===== src/rtl/ysyx_23060337_fetch_ctrl.sv =====
// ----------------------------------------------------------------------------
// ysyx_23060337_fetch_ctrl
//
// Multi-cycle instruction fetch controller placed directly upstream of decode.
// It owns the program counter and keeps at most one instruction-memory request
// in flight. Each fetched word is presented to decode together with its PC and
// an access-fault flag. Execute can redirect the PC at any time. The redirect
// discards whatever is in flight or held, and fetch resumes at the new target.
//
// Ports:
//   clk             rising-edge clock
//   rst             asynchronous, active-low reset
//   imem_req_valid  request to instruction memory (REQ state, not redirecting)
//   imem_req_ready  memory accepts the request
//   imem_req_addr   word-aligned fetch address
//   imem_rsp_valid  one-cycle response strobe per accepted request
//   imem_rsp_data   instruction word returned by memory
//   imem_rsp_err    access fault for this response
//   inst_valid      instruction available to decode (OUT state, not redirecting)
//   inst_ready      decode accepts the instruction
//   inst            held instruction word
//   inst_pc         PC of the held instruction
//   inst_fault      held instruction carries an access fault
//   redirect_valid  one-cycle redirect strobe from execute
//   redirect_pc     redirect target; the low two bits are ignored
// ----------------------------------------------------------------------------
module ysyx_23060337_fetch_ctrl #(
    parameter logic [31:0] RESET_PC = 32'h8000_0000
) (
    input  logic        clk,
    input  logic        rst,
    output logic        imem_req_valid,
    input  logic        imem_req_ready,
    output logic [31:0] imem_req_addr,
    input  logic        imem_rsp_valid,
    input  logic [31:0] imem_rsp_data,
    input  logic        imem_rsp_err,
    output logic        inst_valid,
    input  logic        inst_ready,
    output logic [31:0] inst,
    output logic [31:0] inst_pc,
    output logic        inst_fault,
    input  logic        redirect_valid,
    input  logic [31:0] redirect_pc
);

    typedef enum logic [1:0] {
        S_IDLE,
        S_REQ,
        S_WAIT,
        S_OUT
    } state_t;

    state_t      state;
    state_t      state_next;
    logic [31:0] pc;
    logic [31:0] pc_next;
    logic        kill;
    logic        kill_next;
    logic [31:0] inst_next;
    logic [31:0] inst_pc_next;
    logic        inst_fault_next;
    logic [31:0] redirect_target;

    // Masking with an AND keeps every bit of redirect_pc formally in use while
    // forcing word alignment of the new PC.
    assign redirect_target = redirect_pc & 32'hFFFF_FFFC;

    // A redirect in the same cycle suppresses both handshakes. No request leaves
    // with a stale PC, and no instruction from the wrong path reaches decode.
    assign imem_req_valid = (state == S_REQ) && !redirect_valid;
    assign inst_valid     = (state == S_OUT) && !redirect_valid;
    assign imem_req_addr  = {pc[31:2], 2'b00};

    // State and datapath registers.
    always_ff @(posedge clk or negedge rst) begin
        if (!rst) begin
            state      <= S_IDLE;
            pc         <= RESET_PC;
            kill       <= 1'b0;
            inst       <= 32'h0;
            inst_pc    <= 32'h0;
            inst_fault <= 1'b0;
        end else begin
            state      <= state_next;
            pc         <= pc_next;
            kill       <= kill_next;
            inst       <= inst_next;
            inst_pc    <= inst_pc_next;
            inst_fault <= inst_fault_next;
        end
    end

    // Next-state logic.
    // kill records that the PC was redirected while a request was still
    // outstanding. The response to that request must be thrown away when it
    // finally arrives. The memory latency is unbounded, so the controller
    // cannot simply abandon the request.
    always_comb begin
        state_next      = state;
        pc_next         = pc;
        kill_next       = kill;
        inst_next       = inst;
        inst_pc_next    = inst_pc;
        inst_fault_next = inst_fault;

        case (state)
            S_IDLE: begin
                state_next = S_REQ;
            end

            S_REQ: begin
                if (redirect_valid) begin
                    pc_next = redirect_target;
                end else if (imem_req_ready) begin
                    state_next = S_WAIT;
                    kill_next  = 1'b0;
                end
            end

            S_WAIT: begin
                if (imem_rsp_valid) begin
                    if (kill || redirect_valid) begin
                        if (redirect_valid) begin
                            pc_next = redirect_target;
                        end
                        kill_next  = 1'b0;
                        state_next = S_REQ;
                    end else begin
                        inst_next       = imem_rsp_data;
                        inst_pc_next    = pc;
                        inst_fault_next = imem_rsp_err;
                        // Faults do not stall fetch. Execute decides when to redirect.
                        pc_next         = pc + 32'd4;
                        state_next      = S_OUT;
                    end
                end else if (redirect_valid) begin
                    pc_next   = redirect_target;
                    kill_next = 1'b1;
                end
            end

            S_OUT: begin
                if (redirect_valid) begin
                    pc_next    = redirect_target;
                    state_next = S_REQ;
                end else if (inst_ready) begin
                    state_next = S_REQ;
                end
            end

            default: begin
                state_next = S_IDLE;
            end
        endcase
    end

endmodule


===== config.mk =====
export PLATFORM = sky130hd
export DESIGN_NAME = ysyx_23060337_fetch_ctrl
export DESIGN_NICKNAME = d
export VERILOG_FILES = /design/src/rtl/ysyx_23060337_fetch_ctrl.sv
export SDC_FILE = /design/constraint.sdc
export NUM_CORES = 1
export LEC_CHECK = 0
export BUFFER_PORTS_ARGS = -buffer_cell sky130_fd_sc_hd__buf_2
export CAP_MARGIN = 20
export CELL_PAD_IN_SITES_DETAIL_PLACEMENT = 1
export CELL_PAD_IN_SITES_GLOBAL_PLACEMENT = 2
export CORE_MARGIN = 5
export CORE_UTILIZATION = 31
export DETAILED_ROUTE_END_ITERATION = 8
export HOLD_SLACK_MARGIN = 0.1
export PLACE_DENSITY_LB_ADDON = 0.1
export RECOVER_POWER = 25
export SYNTH_ARGS = -nofsm -noshare
export SYNTH_HDL_FRONTEND = slang
export SYNTH_SLANG_ARGS = --single-unit

===== constraint.sdc =====
create_clock -name clk -period 3.05 [get_ports clk]
set_input_delay 0.61 -clock clk [delete_from_list [all_inputs] [get_ports clk]]
set_output_delay 0.61 -clock clk [all_outputs]
set_load 0.01 [all_outputs]

; ---- After elaboration in Yosys (flattened, before gate mapping)
; Cells that the tools add are included.
[totals]
regBits = 100
[op_classes]
n_eq_ne = 9
n_reduce_logical = 11
bitwise_logic = 1
muxes = 17
n_addsub = 1
[ops]
columns = operator, n
row1 = $mux W32, 3
row2 = $pmux W32 S2, 1
row3 = $add A32 B3 Y32 const B, 1
row4 = $mux W2, 6
row5 = $ne A3 B3 Y1 const B, 3
row6 = $pmux W2 S4, 1
row7 = $ne A2 B2 Y1 const B, 3
row8 = $mux W1, 5
row9 = $reduce_and A5 Y1, 1
row10 = $eq A2 B2 Y1 const B, 2
row11 = $reduce_and A4 Y1, 1
row12 = $reduce_bool A2 Y1, 2
row13 = $reduce_and A3 Y1, 1
row14 = $eq A2 B1 Y1 const B, 1
row15 = $logic_and A1 B1 Y1, 2
row16 = $logic_not A2 Y1, 1
row17 = $pmux W1 S2, 1
row18 = $reduce_or A2 Y1, 1
row19 = $logic_not A1 Y1, 1
row20 = $logic_or A1 B1 Y1, 1
row21 = $not A1 Y1, 1

; ---- Longest topological paths before layout
; Gate-level depths: netlist (run 1).
[logic_depth]
ltp_word = 4
depth_mapped = 8
mapped_depth_nobuf = 7

; ---- Worst setup path after synthesis (run 1)
; Ideal clock, no wire load.
[synth_timing]
path_kind = flip-flop to flip-flop
from = register state[1]
to = register pc[12]
arrival_time_ps = 2082
path_stages_with_launch = 8
setup_time_ps = 123
slack_ps = 846
required_time_ps = 2927
cell_sequence = dfrtp_1 inv_1 ha_1 or4b_1 buf_6 or4_4 a31oi_1 nand2_1
[synth_via]
elab_chain_len = 3
elab_cells_between_ends = 6
cone_classes = eq/ne: 3 / mux: 1 / reduce/logical: 2
[synth_lines]
columns = item, line
row1 = "start, declared", 54  ; state_t state;
row2 = "start signal, assigned", 85  ; state <= state_next;
row3 = $eq A2 B1 Y1 or $eq A2 B2 Y1 (tied branches), 107  ; case (state)
row4 = $reduce_or A2 Y1 (no source line), --
row5 = $pmux W32 S2 or $reduce_bool A2 Y1 (tied branches), --
row6 = "end signal, assigned", 86  ; pc <= pc_next;
row7 = "end, declared", 56  ; logic [31:0] pc;
; Parallel ways exist; a longest one is shown, timed or not.
; A chain may end at the register's enable or synchronous reset.

; ---- Worst setup path in the final report (run 1)
[layout_timing]
from = register state[1]
to = register pc[14]
; The elaborated chain is that of the path after synthesis.

==> results.md, run 1 <==
- Worst r2r path cells: 7
- Mapped Area: 4950 um^2
- Worst R2R End: pc[14]
- Post-CTS Setup Inserts: 0
- Slowest stage cell, crit path: or4b_1
- Status: finished clean
- Post-synth EDFFs: 0
- RR Startpoint: state[1]
- Total global-route track usage: 16.5%
- DR pass1 iterations: 4
- Worst endpoint required time: 3.34 ns
- Crit path launch type: flop
- Gpl congestion: 0.774
- Buf/Inv on CP: 1
- Worst hold endpoint: inst[12]
- Sequential fraction of the synthesis area: 50.6%
- DRT Wirelength: 14900 um
- CP cell instances: inv_1 -> ha_1 -> or4b_1 -> nor2_2 -> a21oi_1 -> a311oi_1 -> a221o_1
- First-pass GRT wire length: 23400 um
- DRC: 0
- Clk Latency, worst-skew pair: 0.36 ns
- Die ar.: 18600 um^2
- Vias: 3953
- Post-synthesis cell type count: 54
- Max-slew violations: 0
- Lkg Pwr: 2.90 nW
- Drt initial violations: 133
- Hold Buf Count CTS: 0
- Die width: 136 um
- Core Rows: 46
- Dpl hpwl: 11200 um
- Worst setup path class: flop to flop
- Hold Path Origin: imem_rsp_data[12]
- Delay-heaviest family, CP: simple AND/OR/NAND/NOR gates
- Worst EP arrival: 2.83 ns
- Met2 WL: 7990 um
- Core area: 15800 um^2
- Setup slack, reg-to-reg: 0.51 ns
- Clock skew: 0.00772 ns
- Number of I/O pins: 170
- Synth Flop Type: dfrtp_1
- Largest net degree at the start of global routing: 54
- H-tree Lvls: 3
- Cells after synthesis: 435
- Yosys reg bits: 100
- CTS Root Buffer Type: clkbuf_16
- Delay of the slowest critical-path stage: 0.75 ns
- Headroom to the max-slew limit: 6.29%
- Met3 routed WL: 642 um
- RSZ-0062 raised after global routing: false
- Via density: 4.98
- Die height: 136 um
- Num CTS Buffers: 9
- Setup_tns: 0 ns
- WL/cell: 18.8 um
- Fin crit share: 83.4%
- Final setup violation count: 0
- Hold Path Cell Cnt: 2
- MaxCap Viol Count: 0
- Fraction of layout cells with a size suffix above 1: 47.8%
- Area Growth Syn to Fin: 24.1%
- CP Capture Type: flop
- Final hold violation count: 0
- Initial Utilization: 31.4%
- Pwr Density: 1040 nW/um^2
- Finished Core Util: 39.0%
- Crit Path Max Fanout: 8
- IO Port Bufs: 165
- Hold Path Class: input pin to flop
- Reg clk slew, reported paths: 0.08 ns
- Initial antenna violation count: 0
- CTS tree: built
- Fin crit period: 2.54 ns
- Post-Syn Area per Cell: 11.4 um^2
- DR top layer: met4
- Ys async rst share: 100%
- CTS sink cnt: 100
- Gates resized, CTS repair: 0
- Synth warn: 0
- Fin nets: 649
- Routed length on met1: 6100 um
- Worst-Margin Slew: 1.41 ns
- Gr ovfl total: 0
- Max VDD drop: 0.352 mV
- Vias in the first global route: 4265
- Clk buf depth: 2
- ANT nets after route: 0
- Fmax: 393 MHz
cell usage after synthesis (2+ instances only):
| library cell | number | area share, % |
|---|---|---|
| dfrtp_1 | 99 | 50 |
| mux2_2 | 65 | 15 |
| buf_4 | 32 | 4.9 |
| nand2_1 | 26 | 2.0 |
| a21oi_1 | 21 | 2.1 |
| o22ai_1 | 16 | 2.0 |
| nand4_1 | 14 | 1.8 |
| nor2_1 | 14 | 1.1 |
| clkbuf_1 | 12 | 0.91 |
| mux2i_1 | 12 | 2.4 |
| nand3_1 | 12 | 1.2 |
| nor3_1 | 10 | 1.0 |
| o21ai_0 | 10 | 1.0 |
| a22oi_1 | 9 | 1.4 |
| buf_2 | 8 | 0.81 |
| inv_1 | 7 | 0.53 |
| ha_1 | 6 | 1.5 |
| a31oi_1 | 5 | 0.63 |
| and2_1 | 5 | 0.63 |
| nor4_1 | 4 | 0.51 |
| a211oi_1 | 3 | 0.45 |
| and4_1 | 3 | 0.53 |
| nor2b_1 | 3 | 0.38 |
| or2_2 | 3 | 0.38 |
| a31o_2 | 2 | 0.35 |
| and3_1 | 2 | 0.25 |
| nor4_2 | 2 | 0.51 |
| nor4b_2 | 2 | 0.61 |
| o21a_1 | 2 | 0.30 |
| or4_4 | 2 | 0.45 |
power by group:
group          internal [mW]  switching, mW  total [mW]
clock                  0.676          0.557        1.23
sequential              1.95          0.583        2.53
combinational           1.21           1.42        2.63
total                   3.83           2.56        6.39
worst max path at each step:
stage	start	to	slack, ns	cells past startpoint
floorplan	state[1]	pc[12]	0.85	7
global placement	state[1]	pc[27]	0.59	7
detailed placement	state[1]	pc[14]	0.52	7
CTS	state[1]	pc[14]	0.49	7
global route	state[1]	pc[14]	0.31	7
finish	state[1]	pc[14]	0.51	7
state kept, by name (all words and copies together) (netlist names):
name and count:
kill 1, inst_fault 1, inst_pc 32, pc 32
state 2, inst 32
kinds of logic after synthesis:
family / share of synthesized area (%)
flops: 50.6
xor+xnor: 0.177
fa+ha+maj: 1.52
mux: 17.2
simple gates: 12.6
other cells: 0.0757
compound gates: 10.5
buf+inv: 7.40
per-layer routing:
| metal | up-vias | GRT usage [%] |
|---|---|---|
| met5 | - | 0 |
| met4 | 0 | 5.99 |
| met3 | 12 | 2.96 |
| met2 | 86 | 29.2 |
| met1 | 2009 | 19.9 |
| li1 | 1846 | - |
area by class of cell:
cell class / count / area (um^2)
fill: 1831 / 9620
sequential: 100 / 2500
multi-input combinational: 275 / 2090
timing repair buffer: 178 / 935
tap: 216 / 270
clock buffer: 10 / 239
clock inverter: 6 / 76.3
inverter: 8 / 30.0
antenna: 1 / 2.50
cells in the final DEF (no fill, tap or decap), types with 4 or more instances in the layout:
cell,netlist,final
nand3_1,12,12
ha_1,6,6
a21oi_1,21,21
a22oi_1,9,9
nor2_1,14,14
inv_1,7,7
nor4_1,4,4
and2_1,5,5
nor3_1,10,10
nand2_1,26,26
a31oi_1,5,5
dfrtp_1,99,99
buf_2,8,164
mux2_2,65,65
o21ai_0,10,10
clkbuf_16,0,9
o22ai_1,16,16
nand4_1,14,14
buf_4,32,12
mux2i_1,12,12
worst reg2reg max path, cell delays in order, from the launching register on:
cell and delay (ns):
dfrtp_1 0.38, inv_1 0.10, ha_1 0.25, or4b_1 0.75, nor2_2 0.47, a21oi_1 0.13
a311oi_1 0.26, a221o_1 0.15
through the flow:
| stage | cell area, um^2 | hold slack, ns | worst slack (ns) | cells | power (mW) |
|---|---|---|---|---|---|
| global route | 6140 | 0.466 | 0.306 | 793 | 6.89 |
| finish | 6150 | 0.480 | 0.507 | 794 | 6.39 |
| floorplan | 4950 | 0.314 | 0.846 | 436 | 4.28 |
| CTS | 6150 | 0.155 | 0.495 | 793 | 6.52 |
| global placement | 5830 | 0.464 | 0.586 | 777 | 5.15 |
| detailed placement | 5830 | 0.466 | 0.518 | 777 | 5.26 |
(Power assumes the default switching activity.)
==> run 2, diff against run 1 <==
==> constraint.sdc (replaced) <==
create_clock -name clk -period 2.48 [get_ports clk]
set_input_delay 0.496 -clock clk [delete_from_list [all_inputs] [get_ports clk]]
set_output_delay 0.496 -clock clk [all_outputs]
set_load 0.01 [all_outputs]
==> run 2 against run 1 <==
Net effect:
- cell count rose by 2.4%
- critical path depth up 1
- sequential power up 20%
- largest power group unchanged
==> results.md, run 2 (synthesis gave the netlist of run 1 again) <==
- Status: finished clean
- Clk buf depth: 2
- Commonest non-fill, non-tap cell in the layout: buf_2
- CTS Root Buffer Type: clkbuf_16
- Worst endpoint required time: 2.77 ns
- Die ar.: 18600 um^2
- Post-CTS Setup Inserts: 0
- Drt initial violations: 119
- Headroom to the max-slew limit: 29.1%
- Setup_tns: 0 ns
- ANT nets after route: 0
- Finished Core Util: 39.8%
- H-tree Lvls: 3
- Vias: 4027
- Fmax: 429 MHz
- Commonest non-fill, non-tap cells in the layout: buf_2 (164), dfrtp_1 (99), mux2_2 (65)
- CP Capture Type: flop
- Total global-route track usage: 16.7%
- MaxCap Viol Count: 0
- Crit Path Max Fanout: 5
- WL/cell: 18.6 um
- Gr ovfl total: 0
- RR Startpoint: state[1]
- Fin crit share: 94.1%
- Area Growth Syn to Fin: 26.9%
- Max VDD drop: 0.429 mV
- Met3 routed WL: 627 um
- Hold Buf Count CTS: 0
- Placed cell area: 5990 um^2
- Clock skew: 0.00644 ns
- Routed length on met1: 6270 um
- Die height: 136 um
- Delay-heaviest family, CP: simple AND/OR/NAND/NOR gates
- Core Rows: 46
- Met2 WL: 8090 um
- Clk Latency, worst-skew pair: 0.35 ns
- Fraction of layout cells with a size suffix above 1: 49.2%
- Number of I/O pins: 170
- Top Registers: inst: 32 flops, inst_pc: 32 flops, pc: 32 flops
- Largest net degree at the start of global routing: 44
- Reg clk slew, reported paths: 0.07 ns
- Fin crit period: 2.33 ns
- Max-slew violations: 0
- Worst-Margin Slew: 1.06 ns
- Worst setup path class: flop to flop
- Final hold violation count: 0
- Crit path launch type: flop
- Worst EP arrival: 2.62 ns
- Initial antenna violation count: 0
- Core area: 15800 um^2
- First-pass GRT wire length: 24200 um
- Initial Utilization: 31.4%
- Setup slack, reg-to-reg: 0.15 ns
- Crit. Startpoint: state[1]
- Vias in the first global route: 4340
- Num CTS Buffers: 9
- DRT Wirelength: 15100 um
- CTS sink cnt: 100
- Delay of the slowest critical-path stage: 0.67 ns
- Final setup violation count: 0
- Gates resized, CTS repair: 0
- Hold Path Class: input pin to asynchronous set/reset pin
- Fin nets: 669
- Gpl congestion: 0.772
- Worst Hold Slack: 0.281 ns
- DRC: 0
- Pwr Density: 1270 nW/um^2
- Buf/Inv on CP: 2
- Die width: 136 um
- RSZ-0062 raised after global routing: false
- CTS tree: built
- Lkg Pwr: 2.98 nW
- Dpl hpwl: 11600 um
- Slowest stage cell, crit path: or4b_1
- IO Port Bufs: 165
- DR pass1 iterations: 4
- Post-route design area: 6280 um^2
- Via density: 4.95
- CP cell instances: inv_1 -> ha_1 -> or4b_1 -> buf_4 -> or2_2 -> nor3_1 -> o221ai_1 -> nand2_1
- DR top layer: met4
- Ant diodes: 0
==> run 2: layout make-up <==
cell class	count	area (um^2)
Fill cell	1843	9490
Sequential cell	100	2500
Multi-Input combinational cell	275	2090
Timing Repair Buffer	198	1090
Clock buffer	14	284
Tap cell	216	270
Inverter	8	30.0
Clock inverter	2	16.3
==> run 2: path summary, 6_finish.rpt <==
path	end	cells past startpoint
max in group asynchronous	inst[2]	2
setup reg to reg	pc[7]	8
hold / removal	inst_pc[6]	1
min in group clk	inst[30]	2
setup / recovery	pc[7]	8
hold reg to reg	pc[0]	1
==> run 2: worst register-to-register path, delay by kind of cell, from the launching register on <==
kind	cells	cell delay [ns]
AO/OA/AOI/OAI	1	0.14
adder cells (fa/ha/maj)	1	0.20
buffers and inverters	2	0.30
flip-flops	1	0.39
AND/OR/NAND/NOR	4	1.23
==> run 2: layer usage <==
metal  vias up  global-route usage [%]
li1       1889                       -
met1      2043                    20.2
met2        84                    30.0
met5         -                       0
met4         0                    3.98
met3        11                    3.77
==> run 2: stage by stage <==
| step | worst slack, ns | instances | power (mW) |
|---|---|---|---|
| after floorplan | 0.276 | 436 | 5.26 |
| after global placement | 0.138 | 795 | 6.53 |
| after detailed placement | 0.0912 | 795 | 6.66 |
| after CTS | 0.0884 | 811 | 8.12 |
| after global routing | 0.00520 | 813 | 8.59 |
| final | 0.147 | 813 | 7.97 |
==> run 2: power breakdown <==
group          leakage [nW]  switching [mW]  internal [mW]
Clock                 0.145           0.631          0.794
Sequential             1.21           0.632           2.40
Combinational          1.62            1.88           1.63
==> run 3, diff against run 2 <==
--- a/config.mk
+++ b/config.mk
@@ -11,10 +11,12 @@
 export CELL_PAD_IN_SITES_GLOBAL_PLACEMENT = 2
 export CORE_MARGIN = 5
 export CORE_UTILIZATION = 31
+export CTS_CLUSTER_SIZE = 20
 export DETAILED_ROUTE_END_ITERATION = 8
 export HOLD_SLACK_MARGIN = 0.1
 export PLACE_DENSITY_LB_ADDON = 0.1
 export RECOVER_POWER = 25
+export SETUP_SLACK_MARGIN = 0.15
 export SYNTH_ARGS = -nofsm -noshare
 export SYNTH_HDL_FRONTEND = slang
 export SYNTH_SLANG_ARGS = --single-unit
==> run 3 against run 2 <==
Net effect:
- sequential share of layout area fell by 0.12 points
- register-to-register slack improved by 0.11 ns
- critical path type unchanged
- first-iteration DRC count rose by 34%
- power rose by 0.42%
- critical endpoint is now pc[30]
- cell count rose by 0.25%
- clock skew rose by 0.00061 ns
- setup slack improved by 0.11 ns
- routed wire length rose by 0.43%
- final area rose by 0.30%
- sequential cell count did not move
- fmax rose by 5.0%
==> results.md, run 3 (synthesis gave the netlist of run 1 again) <==
- Core area: 15800 um^2
- Num CTS Buffers: 9
- Overall Power: 8.00 mW
- Total global-route track usage: 16.7%
- Hold Buf Count CTS: 0
- Clock skew: 0.00705 ns
- Core Rows: 46
- Reg clk slew, reported paths: 0.07 ns
- Max-slew violations: 0
- Area Growth Syn to Fin: 27.3%
- Fraction of layout cells with a size suffix above 1: 49.6%
- Largest net degree at the start of global routing: 44
- WL/cell: 18.6 um
- Vias in the first global route: 4345
- Max VDD drop: 0.428 mV
- Fill cell count: 1843
- Dpl hpwl: 11600 um
- Fin crit period: 2.22 ns
- Fin nets: 671
- Delay of the slowest critical-path stage: 0.60 ns
- Number of I/O pins: 170
- Buf/Inv on CP: 4
- Crit path launch type: flop
- Hold Path Class: input pin to asynchronous set/reset pin
- Final hold violation count: 0
- Die height: 136 um
- Clk buf depth: 2
- IO Port Bufs: 165
- Pwr Density: 1270 nW/um^2
- Crit Path Max Fanout: 6
- Lkg Pwr: 2.99 nW
- Busiest grt layer: met2
- Footprint of the multi-input gates: 2090 um^2
- Post-route design area: 6300 um^2
- M3 GR Usage: 3.77%
- Initial antenna violation count: 0
- MaxCap Viol Count: 0
- Worst setup path class: flop to flop
- Slowest stage cell, crit path: or4b_4
- Status: finished clean
- Fin worst setup slack: 0.258 ns
- Final setup violation count: 0
- Fmax: 450 MHz
- Vias: 4025
- Worst EP arrival: 2.51 ns
- Gpl congestion: 0.772
- CP most frequent cell: buf_4
- Worst Hold Slack: 0.280 ns
- Top Registers: inst: 32 flops, inst_pc: 32 flops, pc: 32 flops
- Ant diodes: 0
- Clk Latency, worst-skew pair: 0.35 ns
- Commonest non-fill, non-tap cells in the layout: buf_2 (164), dfrtp_1 (99), mux2_2 (65)
- GR Util met1: 20.2%
- Die width: 136 um
- ANT nets after route: 0
- DR pass1 iterations: 4
- Setup_tns: 0 ns
- First-pass GRT wire length: 24200 um
- Placed cell area: 5990 um^2
- DRC: 0
- Worst slack at placement: 0.0912 ns
- CTS sink cnt: 100
- Commonest non-fill, non-tap cell in the layout: buf_2
- CP Capture Type: flop
- Headroom to the max-slew limit: 29.1%
- Via density: 4.94
- Delay-heaviest family, CP: simple AND/OR/NAND/NOR gates
- Dpl cells: 795
- CTS tree: built
- RSZ-0062 raised after global routing: false
- CTS Root Buffer Type: clkbuf_16
- CP cell instances: inv_1 -> ha_1 -> or4b_4 -> buf_4 -> a21oi_1 -> buf_4 -> buf_4 -> o21a_1 -> o221a_2
- Drt initial violations: 159
- DRT Wirelength: 15200 um
- Worst endpoint required time: 2.77 ns
- Gr ovfl total: 0
- Finished Core Util: 40.0%
- Fin crit share: 89.6%
- Initial Utilization: 31.4%
- H-tree Lvls: 3
- Met2 Usage GRT: 30.1%
- Worst-Margin Slew: 1.06 ns
- Die ar.: 18600 um^2
- Reg area: 2500 um^2
- Final Non-Filler Cells: 815
## run 3: cell count changes in the layout (fill, tap and decap cells not counted)
cell / change
buf_4: +2
or4b_1: -1
or4b_4: +1
## run 3: routing by layer
| layer | wire length [um] | vias to the layer above |
|---|---|---|
| li1 | - | 1893 |
| met1 | 6290 | 2040 |
| met2 | 8120 | 78 |
| met3 | 640 | 14 |
| met4 | 148 | 0 |
| met5 | 0 | - |
## run 3: final cells by class
| class | count | area share, % |
|---|---|---|
| multi-input cells | 275 | 33.2 |
| flip-flops and latches | 100 | 39.7 |
| well taps | 216 | 4.29 |
| inverters | 8 | 0.477 |
| clock buffers | 14 | 4.51 |
| clock inverters | 2 | 0.258 |
| repair buffers | 200 | 17.5 |
## run 3: final timing paths
| path | startpoint | end | slack (ns) | cells after the start |
|---|---|---|---|---|
| worst max-delay path | state[1] | pc[30] | 0.26 | 9 |
| worst min-delay path | rst | inst_pc[6] | 0.28 | 1 |
| worst max register to register | state[1] | pc[30] | 0.26 | 9 |
| worst min register to register | pc[0] | pc[0] | 0.48 | 1 |
| max in group asynchronous | rst | inst[2] | 0.61 | 2 |
| min in group clk | imem_rsp_data[30] | inst[30] | 0.37 | 2 |
## run 3: repair_timing
action                                  in CTS  in global routing
hold endpoints to repair                     0                  0
endpoints found under the setup margin       7                  1
pin swaps                                    1                  0
gates resized for setup                      1                  0
buffers inserted                             2                  2
## run 3: report_power, final
part | internal (mW) | switching [mW]
Clock | 0.794 | 0.633
Combinational | 1.66 | 1.89
Sequential | 2.40 | 0.632
